## config.mk

```make
export PLATFORM = sky130hd
export DESIGN_NAME = mem_port_arbiter
export DESIGN_NICKNAME = d
export VERILOG_FILES = /design/src/rtl/mem_port_arbiter.sv
export SDC_FILE = /design/constraint.sdc
export NUM_CORES = 1
export LEC_CHECK = 0
export ABC_AREA = 1
export BUFFER_PORTS_ARGS = -buffer_cell sky130_fd_sc_hd__buf_4
export CAP_MARGIN = 20
export CORE_MARGIN = 5
export CORE_UTILIZATION = 25
export DETAILED_ROUTE_END_ITERATION = 10
export SYNTH_ARGS = -nofsm -noshare
export SYNTH_HDL_FRONTEND = slang
export SYNTH_SLANG_ARGS = --single-unit
```

## constraint.sdc

```tcl
create_clock -name CLK -period 1.8 [get_ports CLK]
set_clock_uncertainty 0.05 [all_clocks]
set_input_delay 0.36 -clock CLK [delete_from_list [all_inputs] [get_ports CLK]]
set_output_delay 0.36 -clock CLK [all_outputs]
set_load 0.05 [all_outputs]
```

## src/rtl/mem_port_arbiter.sv

```systemverilog
// Merges the core's instruction-read, data-read and data-write streams onto one
// shared memory port. Priority is write > data read > instruction read, and each request is bounded by a timeout.
`timescale 1ns/1ps
module mem_port_arbiter #(
  parameter logic [15:0] TIMEOUT = 16'd1024
) (
  input  logic        CLK,
  input  logic        RST,
  input  logic        INST_RDEN,
  input  logic [31:0] INST_RIADDR,
  output logic [31:0] INST_ROADDR,
  output logic        INST_RVALID,
  output logic [31:0] INST_RDATA,
  input  logic        DATA_RDEN,
  input  logic [31:0] DATA_RIADDR,
  output logic [31:0] DATA_ROADDR,
  output logic        DATA_RVALID,
  output logic [31:0] DATA_RDATA,
  input  logic        DATA_WREN,
  input  logic [3:0]  DATA_WSTRB,
  input  logic [31:0] DATA_WADDR,
  input  logic [31:0] DATA_WDATA,
  output logic        MEM_WAIT,
  output logic        M_REQ,
  output logic        M_WE,
  output logic [31:0] M_ADDR,
  output logic [3:0]  M_WSTRB,
  output logic [31:0] M_WDATA,
  input  logic        M_READY,
  input  logic        M_RVALID,
  input  logic [31:0] M_RDATA,
  output logic        ERR
);

  typedef enum logic [1:0] {IDLE, REQ, RESP} state_t;
  typedef enum logic [1:0] {SEL_WR, SEL_DR, SEL_IR} sel_t;

  localparam logic [15:0] TLAST = TIMEOUT - 16'd1;

  state_t      state_q;
  sel_t        sel_q;
  logic [2:0]  pend_q;
  logic [15:0] cnt_q;
  logic [31:0] waddr_q, wdata_q, draddr_q, iraddr_q;
  logic [3:0]  wstrb_q;

  logic [31:0] inst_roaddr_q, inst_rdata_q, data_roaddr_q, data_rdata_q;
  logic        inst_rvalid_q, data_rvalid_q, err_q;
  logic        m_req_q, m_we_q;
  logic [31:0] m_addr_q, m_wdata_q;
  logic [3:0]  m_wstrb_q;

  logic        expire;
  logic        retire;
  logic        timed_out;
  logic [31:0] rsp_data_d;

  // A request retires on write acceptance, on read data, or when the timer expires;
  // a real completion in the expiry cycle takes precedence.
  always_comb begin
    expire     = (TIMEOUT != 16'd0) && (cnt_q == TLAST);
    retire     = 1'b0;
    timed_out  = 1'b0;
    rsp_data_d = 32'h0;
    case (state_q)
      REQ: begin
        if (M_READY) begin
          retire = (sel_q == SEL_WR);
        end else if (expire) begin
          retire    = 1'b1;
          timed_out = 1'b1;
        end
      end
      RESP: begin
        if (M_RVALID) begin
          retire     = 1'b1;
          rsp_data_d = M_RDATA;
        end else if (expire) begin
          retire    = 1'b1;
          timed_out = 1'b1;
        end
      end
      default: ;
    endcase
  end

  always_ff @(posedge CLK or negedge RST) begin
    if (!RST) begin
      state_q       <= IDLE;
      sel_q         <= SEL_WR;
      pend_q        <= 3'b000;
      cnt_q         <= 16'h0;
      waddr_q       <= 32'h0;
      wdata_q       <= 32'h0;
      draddr_q      <= 32'h0;
      iraddr_q      <= 32'h0;
      wstrb_q       <= 4'h0;
      inst_roaddr_q <= 32'h0;
      inst_rdata_q  <= 32'h0;
      data_roaddr_q <= 32'h0;
      data_rdata_q  <= 32'h0;
      inst_rvalid_q <= 1'b0;
      data_rvalid_q <= 1'b0;
      err_q         <= 1'b0;
      m_req_q       <= 1'b0;
      m_we_q        <= 1'b0;
      m_addr_q      <= 32'h0;
      m_wstrb_q     <= 4'h0;
      m_wdata_q     <= 32'h0;
    end else begin
      inst_rvalid_q <= 1'b0;
      data_rvalid_q <= 1'b0;
      err_q         <= 1'b0;

      // A new set is only taken once every previously captured request has retired.
      if ((pend_q == 3'b000) && (DATA_WREN || DATA_RDEN || INST_RDEN)) begin
        pend_q   <= {DATA_WREN, DATA_RDEN, INST_RDEN};
        waddr_q  <= DATA_WADDR;
        wdata_q  <= DATA_WDATA;
        wstrb_q  <= DATA_WSTRB;
        draddr_q <= DATA_RIADDR;
        iraddr_q <= INST_RIADDR;
      end

      case (state_q)
        IDLE: begin
          if (pend_q != 3'b000) begin
            state_q <= REQ;
            cnt_q   <= 16'h0;
            m_req_q <= 1'b1;
            if (pend_q[2]) begin
              sel_q     <= SEL_WR;
              m_we_q    <= 1'b1;
              m_addr_q  <= waddr_q;
              m_wstrb_q <= wstrb_q;
              m_wdata_q <= wdata_q;
            end else if (pend_q[1]) begin
              sel_q     <= SEL_DR;
              m_we_q    <= 1'b0;
              m_addr_q  <= draddr_q;
              m_wstrb_q <= 4'h0;
              m_wdata_q <= 32'h0;
            end else begin
              sel_q     <= SEL_IR;
              m_we_q    <= 1'b0;
              m_addr_q  <= iraddr_q;
              m_wstrb_q <= 4'h0;
              m_wdata_q <= 32'h0;
            end
          end
        end
        REQ, RESP: begin
          if (retire) begin
            state_q <= IDLE;
            m_req_q <= 1'b0;
            err_q   <= timed_out;
            case (sel_q)
              SEL_WR: pend_q[2] <= 1'b0;
              SEL_DR: begin
                pend_q[1]     <= 1'b0;
                data_rvalid_q <= 1'b1;
                data_rdata_q  <= rsp_data_d;
                data_roaddr_q <= draddr_q;
              end
              default: begin
                pend_q[0]     <= 1'b0;
                inst_rvalid_q <= 1'b1;
                inst_rdata_q  <= rsp_data_d;
                inst_roaddr_q <= iraddr_q;
              end
            endcase
          end else if ((state_q == REQ) && M_READY) begin
            state_q <= RESP;
            m_req_q <= 1'b0;
            cnt_q   <= 16'h0;
          end else begin
            cnt_q <= cnt_q + 16'd1;
          end
        end
        default: state_q <= IDLE;
      endcase
    end
  end

  assign MEM_WAIT    = |pend_q;
  assign INST_ROADDR = inst_roaddr_q;
  assign INST_RVALID = inst_rvalid_q;
  assign INST_RDATA  = inst_rdata_q;
  assign DATA_ROADDR = data_roaddr_q;
  assign DATA_RVALID = data_rvalid_q;
  assign DATA_RDATA  = data_rdata_q;
  assign M_REQ       = m_req_q;
  assign M_WE        = m_we_q;
  assign M_ADDR      = m_addr_q;
  assign M_WSTRB     = m_wstrb_q;
  assign M_WDATA     = m_wdata_q;
  assign ERR         = err_q;

endmodule

```

==> impl_results.md <==
- Initial Util: 0.253
- Syn_area_per_cell: 9.29 µm²
- Fmax achieved: 497 MHz
- Primary FF master, synth: dfrtp_1
- DIE HEIGHT: 255 µm
- Clk sinks: about 360
- Total global routing overflow: 0
- Failing checks: negative setup slack
- I/O Buffers: around 370
- Routed wire length per instance: between 20 and 25 µm
- Reg clk slew, reported paths: about 0.06 ns
- Max clock buf depth: 3
- CP Capture Type: register
- Reg area: 0.00891 mm²
- Cells after Synth: roughly 1600
- Clk root buf: clkbuf_16
- Nets@finish: between 2000 and 2500
- TritonRoute pass-1 iters: 5
- Status: finished, violations left
- Fin Setup TNS: -18.40 ns
- RD Place Congestion: slightly below 0.9
- Layout cells sized above 1: 0.440
- Max stage delay on crit path: 0.40 ns
- Largest net degree at the start of global routing: 70
- Worst-Skew Late Latency: approximately 0.56 ns
- Startpoint types: register
- Syn Nets: roughly 1800
- DRC Markers: 0
- CTS tree: built
- P&R area growth vs syn: 65.0%
- Hold_ws: between 0.02 and 0.03 ns
- Count of pins over their slew limit: 0
- Synth top area share: 0.594
- Max-cap check violation count: 0
- Rel. slew slack: 0.621
- WP buf/inv: 5
- CP cell instances: buf_6 -> ha_4 -> nand2_2 -> a21boi_4 -> nand3_2 -> nand2_4 -> inv_8 -> buf_12 -> buf_12 -> buf_4 -> nand3_1 -> nand2_1
- First-pass GRT wire length: roughly 91000 µm
- Final setup viols: 150
- Vias per cell: around 4.6
- Mapped Area: roughly 0.015 mm²
- Library cells used by synthesis: 38
- Leading area contributor after synthesis: dfrtp_1
- Asr flop ratio synth: 1.00
- Initial antenna violation count: 7
- Routed Antenna Nets: 0
- Post-DP HPWL: slightly above 40000 µm
- RSZ-0062 raised after global routing: true
- Top-count cell post-synth: nand2_1
- Htree depth: 2
- Worst slew pin tran: ~0.56 ns
- CP max stage cell: dfrtp_1
- Peak VDD IR: 0.00111 V
- Area of the multi-input gates: approximately 0.0063 mm²
- Vias in the first global route: between 10000 and 15000
- PnR worst setup slack: -0.213 ns
- Max FO, Critical Path: 8
- Required @ worst endpoint: 2.18 ns
- Final Hold Fails: 0
- Top delay family on crit path: buffers and inverters
- DR vias: around 14000
- I/O pin cnt: 373
- Total GRT Usage: 0.181
- Critical path data arrival time: around 2.4 ns
- Post-layout minimum cycle time: between 2 and 2.5 ns
- Main area contributors after synthesis: dfrtp_1 59%, nand2_1 11%, mux2_2 4.3%
- Inserted Clock Buffers: 42
- Site Rows: 89
- DIE AREA: roughly 0.065 mm²
- Register area share after synthesis: 0.594
- Hold Crit Class: in2reg
- Pwr/cell area: about 1800 mW/mm²
- Filler instances: around 5700
- Yosys warns: 0
- WS Path Type: reg2reg
- Die Width: roughly 250 µm
- Most common cell on crit path: buf_12
- Core area: ~0.06 mm²
- Seq cells post-synth: approximately 360
- Power Total: 44.3 mW
- Leak: ~13 nW
- Number of synthesized flops with an enable pin: 0
- Initial DRC count: 788
- Post-Route WL: 62800 µm
- Period utilisation layout: 1.12
- Commonest cells post-synth: 443 x nand2_1, 356 x dfrtp_1, 135 x nor2_1, 126 x inv_1, 114 x o21ai_0
[sequential cells by signal, summed over array words and instances (netlist names), 2 cells and up]
register and count:
M_WSTRB 4, INST_RDATA 32, DATA_RDATA 32, M_ADDR 32
INST_ROADDR 32, M_WDATA 32, state_q 2, sel_q 2
draddr_q 32, wdata_q 32, cnt_q 16, waddr_q 32
iraddr_q 32, DATA_ROADDR 32, pend_q 3, wstrb_q 4
[routing by layer]
| metal | part of all wire | global-route usage | up-vias |
|---|---|---|---|
| met1 | 0.41 | 0.231 | 7002 |
| met5 | 0.00021 | 0 | - |
| met3 | 0.080 | 0.0485 | 94 |
| met4 | 0.027 | 0.0475 | 2 |
| met2 | 0.49 | 0.305 | 515 |
| li1 | - | - | 6496 |
[through the flow]
| step | util | setup WS (ns) | cells | cell area, µm² |
|---|---|---|---|---|
| after floorplan | - | -0.0143 | 1614 | 15000 |
| after global placement | 0.331 | -0.0444 | 2780 | 19600 |
| after detailed placement | 0.331 | -0.108 | 2780 | 19600 |
| after CTS | 0.405 | -0.179 | 3022 | 24000 |
| after global routing | 0.418 | -0.262 | 3034 | 24700 |
| final | 0.418 | -0.213 | 3038 | 24700 |
[cell type report]
type,instances,area share
Antenna cell,6,0.000607
Clock buffer,49,0.0452
Tap cell,773,0.0391
Clock inverter,17,0.0101
Inverter,133,0.0209
Timing Repair Buffer,678,0.270
Sequential cell,356,0.360
Multi-Input combinational cell,1026,0.254
[what timing repair did]
| item | CTS | global route |
|---|---|---|
| hold endpoints to repair | 203 | 0 |
| setup buffers | 31 | 16 |
| resized for setup | 314 | 216 |
| pin swaps | 45 | 48 |
| gates cloned | 24 | 10 |
| hold buffers | 124 | 0 |
| endpoints found under the setup margin | 218 | 250 |
[worst paths after layout]
check,cells after the start,startpoint,end,slack (ns)
worst max-delay path,12,state_q[1]$_DFFE_PN0P_,DATA_RDATA[15]$_DFFE_PN0P_,-0.21
worst min-delay path,3,DATA_WDATA[7],wdata_q[7]$_DFFE_PN0N_,0.03
worst min register to register,2,M_WDATA[26]$_DFFE_PN0P_,M_WDATA[26]$_DFFE_PN0P_,0.42
worst max register to register,12,state_q[1]$_DFFE_PN0P_,DATA_RDATA[15]$_DFFE_PN0P_,-0.21
max in group asynchronous,3,RST,DATA_ROADDR[31]$_DFFE_PN0P_,0.74
min in group asynchronous,2,RST,DATA_ROADDR[23]$_DFFE_PN0P_,0.25
[logic make-up after synthesis]
kind of cell,synth area share
mux,0.0451
compound gates,0.0891
xor+xnor,0.00117
simple gates,0.197
fa+ha+maj,0.00501
flops,0.594
buf+inv,0.0686
[worst reg2reg max path, cell delays in order (launching register included)]
cell	delay, ns
dfrtp_1	0.40
buf_6	0.13
ha_4	0.15
nand2_2	0.06
a21boi_4	0.19
nand3_2	0.11
nand2_4	0.15
inv_8	0.07
buf_12	0.13
buf_12	0.15
buf_4	0.15
nand3_1	0.08
nand2_1	0.07
[power breakdown]
part	internal (mW)	switching [mW]	total, mW	leakage [nW]
combinational	8.33	14.1	22.4	7.42
sequential	11.1	2.14	13.2	4.45
clock	5.26	3.42	8.68	0.662
total	24.7	19.6	44.3	12.5
[cell usage in the layout (no fill, tap or decap), types with 20 or more instances in the layout]
cell | synthesis | layout
a21oi_1 | 75 | 73
buf_12 | 0 | 50
buf_4 | 7 | 447
buf_6 | 12 | 20
clkbuf_16 | 0 | 51
dfrtp_1 | 356 | 355
dlygate4sd3_1 | 0 | 124
inv_1 | 126 | 117
mux2_2 | 57 | 57
nand2_1 | 443 | 294
nand2_2 | 3 | 114
nand2_4 | 1 | 35
nand3_1 | 101 | 47
nand3_2 | 4 | 54
nor2_1 | 135 | 106
nor2_2 | 2 | 27
o21ai_1 | 12 | 73
o21ai_2 | 0 | 38
No activity file was read; power rests on OpenSTA's default activity.
